$ cat src/rtl/sync_word_qualifier.sv
// sync_word_qualifier
// Slow-domain stage behind the fast_to_slow synchronizer. A multi-bit bus that
// has just crossed domains may show a mix of old and new bits for a cycle, so a
// value is only accepted once it has been sampled unchanged on STABLE_CYCLES+1
// consecutive edges. Each distinct accepted word is pushed once into a small
// first-word-fall-through FIFO with a valid/ready handshake towards the
// consumer. All outputs are driven straight from registers.
module sync_word_qualifier #(
  parameter int S             = 12,
  parameter int STABLE_CYCLES = 2,
  parameter int DEPTH         = 4,
  parameter int CNT_W         = 16
) (
  input  logic                   clk,
  input  logic                   reset_n,
  input  logic [S-1:0]           sync_data,
  output logic [S-1:0]           out_data,
  output logic                   out_valid,
  input  logic                   out_ready,
  input  logic                   clear_overflow,
  output logic                   overflow,
  output logic [CNT_W-1:0]       word_count,
  output logic [$clog2(DEPTH):0] fifo_level
);

  // Widths of the stability counter, FIFO pointers and FIFO level.
  localparam int RUN_W = $clog2(STABLE_CYCLES + 1);
  localparam int PTR_W = $clog2(DEPTH);
  localparam int LVL_W = PTR_W + 1;

  // The counter saturates at STABLE_CYCLES; a qualify event fires on the edge
  // that sees the run counter one below that value together with a match.
  localparam logic [RUN_W-1:0] RUN_MAX  = RUN_W'(STABLE_CYCLES);
  localparam logic [RUN_W-1:0] RUN_QUAL = RUN_W'(STABLE_CYCLES - 1);
  localparam logic [RUN_W-1:0] RUN_ONE  = RUN_W'(1);
  localparam logic [PTR_W-1:0] PTR_ONE  = PTR_W'(1);
  localparam logic [LVL_W-1:0] LVL_ONE  = LVL_W'(1);
  localparam logic [LVL_W-1:0] LVL_ZERO = LVL_W'(0);
  localparam logic [LVL_W-1:0] LVL_FULL = LVL_W'(DEPTH);
  localparam logic [CNT_W-1:0] CNT_ONE  = CNT_W'(1);

  // ---------------------------------------------------------------------------
  // State
  // ---------------------------------------------------------------------------
  logic [S-1:0]     prev_r;
  logic [RUN_W-1:0] run_r;
  logic             have_last_r;
  logic [S-1:0]     last_val_r;

  logic [S-1:0]     mem_r [DEPTH];
  logic [PTR_W-1:0] rd_ptr_r;
  logic [PTR_W-1:0] wr_ptr_r;
  logic [LVL_W-1:0] level_r;

  logic [S-1:0]     out_data_r;
  logic             out_valid_r;
  logic             overflow_r;
  logic [CNT_W-1:0] word_count_r;

  // ---------------------------------------------------------------------------
  // Next-state signals
  // ---------------------------------------------------------------------------
  logic             match_s;
  logic             qualify_s;
  logic             wr_req_s;
  logic             full_s;
  logic             empty_s;
  logic             pop_s;
  logic             wr_en_s;
  logic             drop_s;
  logic [RUN_W-1:0] run_next_s;
  logic [LVL_W-1:0] level_next_s;
  logic [PTR_W-1:0] rd_ptr_next_s;
  logic [PTR_W-1:0] wr_ptr_next_s;
  logic [S-1:0]     head_next_s;
  logic             overflow_next_s;

  // Stability tracking: compare against last edge's sample and count the run.
  always_comb begin
    match_s    = (sync_data == prev_r);
    run_next_s = run_r;
    if (!match_s) begin
      run_next_s = {RUN_W{1'b0}};
    end else if (run_r < RUN_MAX) begin
      run_next_s = run_r + RUN_ONE;
    end else begin
      run_next_s = run_r;
    end
    qualify_s = match_s && (run_r == RUN_QUAL);
  end

  // Dedup and FIFO handshake: decide write, pop and drop for this edge.
  always_comb begin
    wr_req_s = 1'b0;
    if (qualify_s) begin
      wr_req_s = !have_last_r || (sync_data != last_val_r);
    end else begin
      wr_req_s = 1'b0;
    end
    full_s  = (level_r == LVL_FULL);
    empty_s = (level_r == LVL_ZERO);
    // A pop needs a presented word, so an empty FIFO can never pop.
    pop_s   = !empty_s && out_ready;
    // A full FIFO still takes the word when the head leaves on the same edge.
    wr_en_s = wr_req_s && (!full_s || pop_s);
    drop_s  = wr_req_s && full_s && !pop_s;
  end

  // FIFO bookkeeping: next pointers, next level and the word that will sit at
  // the head after this edge, so out_data can be registered.
  always_comb begin
    rd_ptr_next_s = rd_ptr_r;
    wr_ptr_next_s = wr_ptr_r;
    level_next_s  = level_r;
    head_next_s   = {S{1'b0}};

    if (pop_s) begin
      rd_ptr_next_s = rd_ptr_r + PTR_ONE;
    end else begin
      rd_ptr_next_s = rd_ptr_r;
    end

    if (wr_en_s) begin
      wr_ptr_next_s = wr_ptr_r + PTR_ONE;
    end else begin
      wr_ptr_next_s = wr_ptr_r;
    end

    case ({wr_en_s, pop_s})
      2'b10:   level_next_s = level_r + LVL_ONE;
      2'b01:   level_next_s = level_r - LVL_ONE;
      default: level_next_s = level_r;
    endcase

    // The incoming word lands on the head slot only when it becomes the sole
    // entry (empty FIFO, or last entry popped on the same edge).
    if (level_next_s == LVL_ZERO) begin
      head_next_s = {S{1'b0}};
    end else if (wr_en_s && (wr_ptr_r == rd_ptr_next_s)) begin
      head_next_s = sync_data;
    end else begin
      head_next_s = mem_r[rd_ptr_next_s];
    end
  end

  // Sticky overflow: a drop on this edge wins over a clear request.
  always_comb begin
    overflow_next_s = overflow_r;
    if (drop_s) begin
      overflow_next_s = 1'b1;
    end else if (clear_overflow) begin
      overflow_next_s = 1'b0;
    end else begin
      overflow_next_s = overflow_r;
    end
  end

  // Sampler and dedup registers; reset forgets any partial qualification.
  always_ff @(posedge clk) begin
    if (!reset_n) begin
      prev_r      <= {S{1'b0}};
      run_r       <= {RUN_W{1'b0}};
      have_last_r <= 1'b0;
      last_val_r  <= {S{1'b0}};
    end else begin
      prev_r <= sync_data;
      run_r  <= run_next_s;
      // A dropped word leaves last_val alone so it can be offered again.
      if (wr_en_s) begin
        have_last_r <= 1'b1;
        last_val_r  <= sync_data;
      end
    end
  end

  // FIFO storage; cleared on reset so no stale word can ever reach the head.
  always_ff @(posedge clk) begin
    if (!reset_n) begin
      for (int i = 0; i < DEPTH; i++) begin
        mem_r[i] <= {S{1'b0}};
      end
    end else if (wr_en_s) begin
      mem_r[wr_ptr_r] <= sync_data;
    end
  end

  // FIFO pointers, level and registered handshake outputs.
  always_ff @(posedge clk) begin
    if (!reset_n) begin
      rd_ptr_r     <= {PTR_W{1'b0}};
      wr_ptr_r     <= {PTR_W{1'b0}};
      level_r      <= LVL_ZERO;
      out_data_r   <= {S{1'b0}};
      out_valid_r  <= 1'b0;
      overflow_r   <= 1'b0;
      word_count_r <= {CNT_W{1'b0}};
    end else begin
      rd_ptr_r    <= rd_ptr_next_s;
      wr_ptr_r    <= wr_ptr_next_s;
      level_r     <= level_next_s;
      out_data_r  <= head_next_s;
      out_valid_r <= (level_next_s != LVL_ZERO);
      overflow_r  <= overflow_next_s;
      if (wr_en_s) begin
        word_count_r <= word_count_r + CNT_ONE;
      end
    end
  end

  assign out_data   = out_data_r;
  assign out_valid  = out_valid_r;
  assign overflow   = overflow_r;
  assign word_count = word_count_r;
  assign fifo_level = level_r;

endmodule

$ cat config.mk
export PLATFORM = sky130hd
export DESIGN_NAME = sync_word_qualifier
export DESIGN_NICKNAME = d
export VERILOG_FILES = /design/src/rtl/sync_word_qualifier.sv
export SDC_FILE = /design/constraint.sdc
export NUM_CORES = 1
export LEC_CHECK = 0
export CAP_MARGIN = 10
export CORE_MARGIN = 2
export CORE_UTILIZATION = 40
export DETAILED_ROUTE_END_ITERATION = 16
export SLEW_MARGIN = 10
export SYNTH_ARGS = -nofsm -noshare
export SYNTH_HDL_FRONTEND = slang
export SYNTH_SLANG_ARGS = --single-unit
export TNS_END_PERCENT = 100
$ cat constraint.sdc
create_clock -name clk -period 6.1 [get_ports clk]
set_input_delay 0.915 -clock clk [delete_from_list [all_inputs] [get_ports clk]]
set_output_delay 0.915 -clock clk [all_outputs]
set_load 0.02 [all_outputs]
==> results of run 1 <==
[power breakdown]
| part | internal (mW) | leakage [nW] | total (mW) | switching (mW) |
|---|---|---|---|---|
| registers | 0.824 | 0.990 | 0.861 | 0.0368 |
| logic | 0.174 | 1.19 | 0.361 | 0.187 |
| clock network | 0.281 | 0.126 | 0.555 | 0.274 |
[metal layers]
| metal | vias up | routed length (um) | global-route usage |
|---|---|---|---|
| met3 | 21 | 770 | 0.0382 |
| met2 | 119 | 6420 | 0.291 |
| li1 | 2062 | - | - |
| met1 | 2134 | 6310 | 0.246 |
| met4 | 0 | 256 | 0.0628 |
| met5 | - | 0 | 0 |
[worst max-delay path, cell delays in order]
cell	delay, ps
clkdlybuf4s50_1	740
xnor2_1	170
nand4_1	180
or4_1	690
and3_1	240
inv_1	150
ha_1	210
inv_1	60
fa_1	370
xor2_1	170
nor3_1	260
o31ai_2	100
buf_4	220
nor4_1	390
o21ai_0	190
nand3_1	110
[per-stage QoR]
step           hold WS, ps  cell area (sq um)  std cells
2_1_floorplan          440               5830        540
3_3_place_gp           454               6470        739
3_5_place_dp           460               6470        739
4_1_cts                472               6750        755
5_1_grt                500               6750        755
6_report               469               6750        755
[cells in the mapped netlist, types with 10 or more instances]
| library cell | n | share of area |
|---|---|---|
| dfxtp_1 | 64 | 0.22 |
| and2_1 | 62 | 0.067 |
| edfxtp_1 | 48 | 0.25 |
| clkbuf_1 | 39 | 0.025 |
| mux4_2 | 24 | 0.093 |
| nand4_1 | 24 | 0.026 |
| nor2_1 | 20 | 0.013 |
| nand3_1 | 19 | 0.016 |
| xnor2_1 | 17 | 0.026 |
| a21oi_1 | 16 | 0.014 |
| mux2i_1 | 16 | 0.027 |
| nor4_1 | 16 | 0.017 |
| o21ai_0 | 16 | 0.014 |
| nand2_1 | 15 | 0.0097 |
| a22oi_1 | 13 | 0.017 |
| inv_1 | 13 | 0.0084 |
| or4_1 | 13 | 0.017 |
| xor2_1 | 13 | 0.020 |
| a21o_1 | 12 | 0.015 |
| nand4b_1 | 12 | 0.018 |
| nand2b_1 | 10 | 0.011 |
| o31ai_1 | 10 | 0.013 |
[registers in the layout, summed over array words and instances, names as in the netlist]
name / flops
have_last_r: 1
mem_r: 48
fifo_level: 3
rd_ptr_r: 2
out_data: 12
prev_r: 12
out_valid: 1
word_count: 16
last_val_r: 12
overflow: 1
wr_ptr_r: 2
run_r: 2
[cell type report]
class                   instances  area (sq um)  area share
flip-flops and latches        112          2720       0.403
inverters                      14          52.6     0.00778
clock buffers                  11           233      0.0345
clock inverters                 5          41.3     0.00611
repair buffers                 64           601      0.0889
well taps                     184           230      0.0341
multi-input cells             365          2870       0.426
[final timing paths]
kind	end	slack, ps	startpoint
max	out_data[10]$_SDFF_PP0_	1220	sync_data[3]
min	word_count[15]$_SDFFE_PN0P_	470	word_count[15]$_SDFFE_PN0P_
max reg2reg	out_data[10]$_SDFF_PP0_	2170	fifo_level[0]$_SDFF_PN0_
min reg2reg	word_count[15]$_SDFFE_PN0P_	470	word_count[15]$_SDFFE_PN0P_
[logic make-up (layout without fill, tap and decap cells)]
logic type | count (synthesis) | count (layout) | share of synthesized area
AO/OA/AOI/OAI | 73 | 73 | 0.0816
flip-flops | 112 | 112 | 0.467
buffers and inverters | 63 | 94 | 0.0436
AND/OR/NAND/NOR | 217 | 217 | 0.231
XOR/XNOR | 30 | 30 | 0.0451
adder cells (fa/ha/maj) | 4 | 4 | 0.00988
multiplexers | 41 | 41 | 0.122
==> results by group, run 1 <==
Synthesis
  • Post-Syn Area: 5830 sq um
  • Yosys reg bits: 112
  • Ys flop type: dfxtp_1
  • EDFF count, synth: 48
  • Post-synthesis sequential area ratio: 0.467
  • Synthesized area per cell: 10.8 sq um
  • Asr flop ratio synth: 0
  • Syn_nets: 560
  • Cells after Synth: 540
  • Ys Warns: 0
  • Post-synthesis cell type count: 52

Clock tree
  • Worst skew pair latency: 360 ps
  • CTS clk-pin slew, worst paths: 70 ps
  • # Post-CTS Setup Buffers: 0
  • CTS Buffer Depth: 2
  • Clock buffer count from CTS: 9
  • Post-CTS sizing: 0
  • CTS sink cnt: 112
  • CTS root buf: clkbuf_16
  • H-tree Lvls: 3
  • CTS tree: yes
  • Hold buffers post-CTS: 0

Status
  • Status: finished, final reports clean

Timing
  • Layout Skew: 8.20 ps
  • Unrepaired setup endpoints after global routing: false
  • Final Slew Violations: 0
  • Worst setup slack after layout: 1220 ps
  • Final Hold Vio Count: 0
  • Minimum clock period: 4880 ps
  • Slew margin rel.: 0.309
  • Final period util: 0.799
  • Worst Max-Slew Pin Slew: 1040 ps
  • Fmax achieved: 205 MHz
  • # setup viols final: 0
  • Final setup TNS: 0 ps

Job
  • Max cap viols: 0

Hold path
  • Hold path cells: 2
  • Worst min-delay path class: flip-flop to flip-flop

Floorplan
  • Die X: 125 um
  • Area of the core: 14400 sq um
  • Die ar.: 15600 sq um
  • Die Y: 125 um
  • I/O pin count: 49
  • Cell row count: 44
  • Starting Density: 0.406

Finish
  • Syn-to-layout area delta: 15.9%
  • Post-layout util: 0.470
  • Commonest non-fill, non-tap cell in the layout: dfxtp_1
  • # diodes: 0
  • Layout cells sized above 1: 0.121
  • Most frequent cells in the layout: dfxtp_1 (64), and2_1 (62), clkdlybuf4s50_1 (48), edfxtp_1 (48)
  • Layout fillers: 1288
  • Nets: 586

Global route
  • GRT Residual Overflow: 0
  • Total Routing Usage GR: 0.182
  • Largest net degree at the start of global routing: 30
  • Antenna violations before repair: 0
  • First-pass GRT wire length: 22500 um
  • Vias in the first global route: 4188

Detailed routing
  • Routed vias: 4336
  • 1st-iter DRT viols: 340
  • Wirelength per Cell: 18.2 um
  • Wirelength, routed: 13800 um
  • Post-DR vias/cell: 5.74
  • DRC violations left: 0
  • Remaining antenna violation count: 0
  • Drt pass-1 iters: 5

Setup path
  • CP Launch Type: primary input
  • Worst-path maximum fanout: 25
  • R2R depth: 15
  • Setup CP Type: primary input to flip-flop
  • Worst EP arrival: 5170 ps
  • Worst Setup End Kind: flip-flop
  • Data required, critical path: 6400 ps

Power
  • Max rail drop VDD: 0.155 mV
  • Total power: 1.78 mW
  • Leakage: 2.30 nW
  • P per Cell Area: 263 nW/um^2

Placement
  • GPL Wtd Cong: 0.753
  • Dpl hpwl: 9450 um
  • Port Buffer Count: 48
  • DP Worst Slack: 891 ps
Power figures use the tool's default switching activity.
==> run 2: changes to the inputs <==
clock period = 4.55 ns   (was 6.1 ns; I/O delays follow)
==> run 2 against run 1 <==
  * Register-to-register slack lost 1300 ps
  * Sequential power up 35%
  * Setup slack lost 860 ps
  * Worst hold slack better by 5.8 ps
  * Sequential share of layout area shrank 0.98 points
  * Core utilization increased by 1.2 points
  * Largest cell class unchanged
==> results by group, run 2 (synthesis gave the netlist of run 1 again) <==
Clock tree
  • Hold buffers post-CTS: 0 (unchanged)
  • CTS root buf: clkbuf_16
  • Clock buffer count from CTS: 9 (unchanged)
  • CTS clk-pin slew, worst paths: 70 ps (about the same)
  • H-tree Lvls: 3 (unchanged)
  • Post-CTS sizing: 0 (unchanged)
  • # Post-CTS Setup Buffers: 0 (unchanged)
  • Worst skew pair latency: 360 ps (about the same)
  • CTS sink cnt: 112 (unchanged)
  • CTS Buffer Depth: 2 (unchanged)
  • CTS tree: yes

Global route
  • Vias in the first global route: 4297 (+2.6%)
  • GRT Residual Overflow: 0 (unchanged)
  • Antenna violations before repair: 0 (unchanged)
  • First-pass GRT wire length: 23200 um (+3.4%)
  • Largest net degree at the start of global routing: 30 (unchanged)
  • Total Routing Usage GR: 0.188 (+0.00551)

Setup path
  • Worst path max stage delay: 580 ps (-160 ps)
  • Data required, critical path: 4850 ps (-1550 ps)
  • R2R depth: 15 (unchanged)
  • Worst EP arrival: 4490 ps (-680 ps)
  • Worst Setup End Kind: flip-flop
  • Worst-path cell chain: clkdlybuf4s50_1 > xor2_1 > or4_1 > nor3_2 > and3_1 > inv_1 > ha_1 > inv_1 > fa_1 > nor2b_1 > a22oi_1 > o31ai_2 > buf_4 > nor4_1 > o21ai_0 > nand3_1
  • CP Launch Type: primary input
  • Crit path max-delay cell type: or4_1
  • Setup CP Type: primary input to flip-flop
  • Worst-path maximum fanout: 13 (-48%)
  • CP most frequent cell: inv_1

Power
  • Leakage: 2.42 nW (+5.2%)
  • Max rail drop VDD: 0.189 mV (+22%)
  • P per Cell Area: 349 nW/um^2 (+33%)

Finish
  • Storage element area: 2720 sq um (unchanged)
  • Most frequent cells in the layout: dfxtp_1 (64), and2_1 (62), clkdlybuf4s50_1 (48), edfxtp_1 (48), buf_4 (37)
  • Nets: 608 (+3.8%)
  • Top reg by flops: mem_r
  • Layout fillers: 1326 (+3.0%)
  • Post-route cell area: 6920 sq um (+2.5%)
  • Commonest non-fill, non-tap cell in the layout: dfxtp_1
  • Syn-to-layout area delta: 18.8%
  • Max reg flops: 48 (unchanged)
  • Multi-input gate area: 2870 sq um (unchanged)
  • # diodes: 0 (unchanged)
  • Layout cells sized above 1: 0.153 (+0.0326)

Status
  • Status: finished, final reports clean

Detailed routing
  • Met2 wire len: 6760 um (+5.3%)
  • 1st-iter DRT viols: 355 (+4.4%)
  • Remaining antenna violation count: 0 (unchanged)
  • Post-DR vias/cell: 5.64 (-1.8%)
  • Routed vias: 4383 (+1.1%)
  • WL met3: 530 um (-31%)
  • Wirelength, routed: 14100 um (+2.5%)
  • DR top layer: met4
  • DRC violations left: 0 (unchanged)
  • Drt pass-1 iters: 5 (unchanged)
  • Metal1 wirelength: 6550 um (+3.8%)
  • Wirelength per Cell: 18.1 um (-0.38%)

Hold path
  • Hold path cells: 2 (unchanged)
  • Worst min-delay path class: flip-flop to flip-flop

Floorplan
  • Die Y: 125 um (unchanged)
  • Area of the core: 14400 sq um (unchanged)
  • Die ar.: 15600 sq um (unchanged)
  • Cell row count: 44 (unchanged)
  • Die X: 125 um (unchanged)
  • Starting Density: 0.406 (unchanged)
  • I/O pin count: 49 (unchanged)

Job
  • Max cap viols: 0 (unchanged)

Timing
  • Worst Max-Slew Pin Slew: 991 ps (-45.1 ps)
  • # setup viols final: 0 (unchanged)
  • Unrepaired setup endpoints after global routing: false
  • Fmax achieved: 239 MHz
  • Slew margin rel.: 0.338 (+0.0291)
  • Worst setup slack after layout: 362 ps (-862 ps)
  • Final Hold Vio Count: 0 (unchanged)
  • Final period util: 0.921
  • Final setup TNS: 0 ps (unchanged)
  • Minimum clock period: 4190 ps
  • Final Slew Violations: 0 (unchanged)
  • Layout Skew: 9.14 ps (+0.943 ps)

Placement
  • DP Worst Slack: -6.68 ps (-897 ps)
  • GPL Wtd Cong: 0.814 (+8.1%)
  • Dpl hpwl: 9970 um (+5.6%)
  • Port Buffer Count: 48 (unchanged)
  • Area post-placement: 6650 sq um (+2.7%)
## run 2: cell types whose count changed in the layout (fill, tap and decap cells not counted), moves of 2 or more
cell        delta
clkinv_2       +2
inv_4          +2
clkinvlp_4     -2
buf_4         +21
## run 2: worst paths after layout
kind	start	to	slack (ps)
hold / removal	word_count[15]$_SDFFE_PN0P_	word_count[15]$_SDFFE_PN0P_	470
setup / recovery	sync_data[11]	out_data[0]$_SDFF_PP0_	360
hold reg to reg	word_count[15]$_SDFFE_PN0P_	word_count[15]$_SDFFE_PN0P_	470
setup reg to reg	last_val_r[8]$_SDFFE_PN0P_	out_data[0]$_SDFF_PP0_	850
## run 2: stage by stage
stage | power [mW] | hold WS [ps] | std cells | util
final | 2.41 | 475 | 777 | 0.482
after global routing | 2.51 | 494 | 777 | 0.482
after CTS | 2.43 | 479 | 777 | 0.481
after detailed placement | 1.70 | 465 | 761 | 0.463
after global placement | 1.69 | 455 | 761 | 0.463
after floorplan | 1.50 | 440 | 540 | -
## run 2: layout make-up
cell class | count | area share
clock buffers | 10 | 0.0331
inverters | 14 | 0.00759
well taps | 184 | 0.0333
flip-flops and latches | 112 | 0.393
clock inverters | 6 | 0.00506
repair buffers | 86 | 0.112
multi-input cells | 365 | 0.415
## run 2: metal layers
layer / global-route usage / up-vias
met2: 0.302 / 102
met5: 0 / -
li1: - / 2106
met3: 0.0275 / 20
met4: 0.0661 / 0
met1: 0.258 / 2155
## run 2: critical path: cells and delay by family
kind	cells	cell delay, ps
AND/OR/NAND/NOR	6	1660
buffers and inverters	4	850
adder cells (fa/ha/maj)	2	620
AO/OA/AOI/OAI	3	450
XOR/XNOR	1	230
## run 2: report_power, final
group	switching, mW	internal (mW)
Sequential	0.0507	1.10
Combinational	0.258	0.259
Clock	0.372	0.370
Total	0.680	1.73
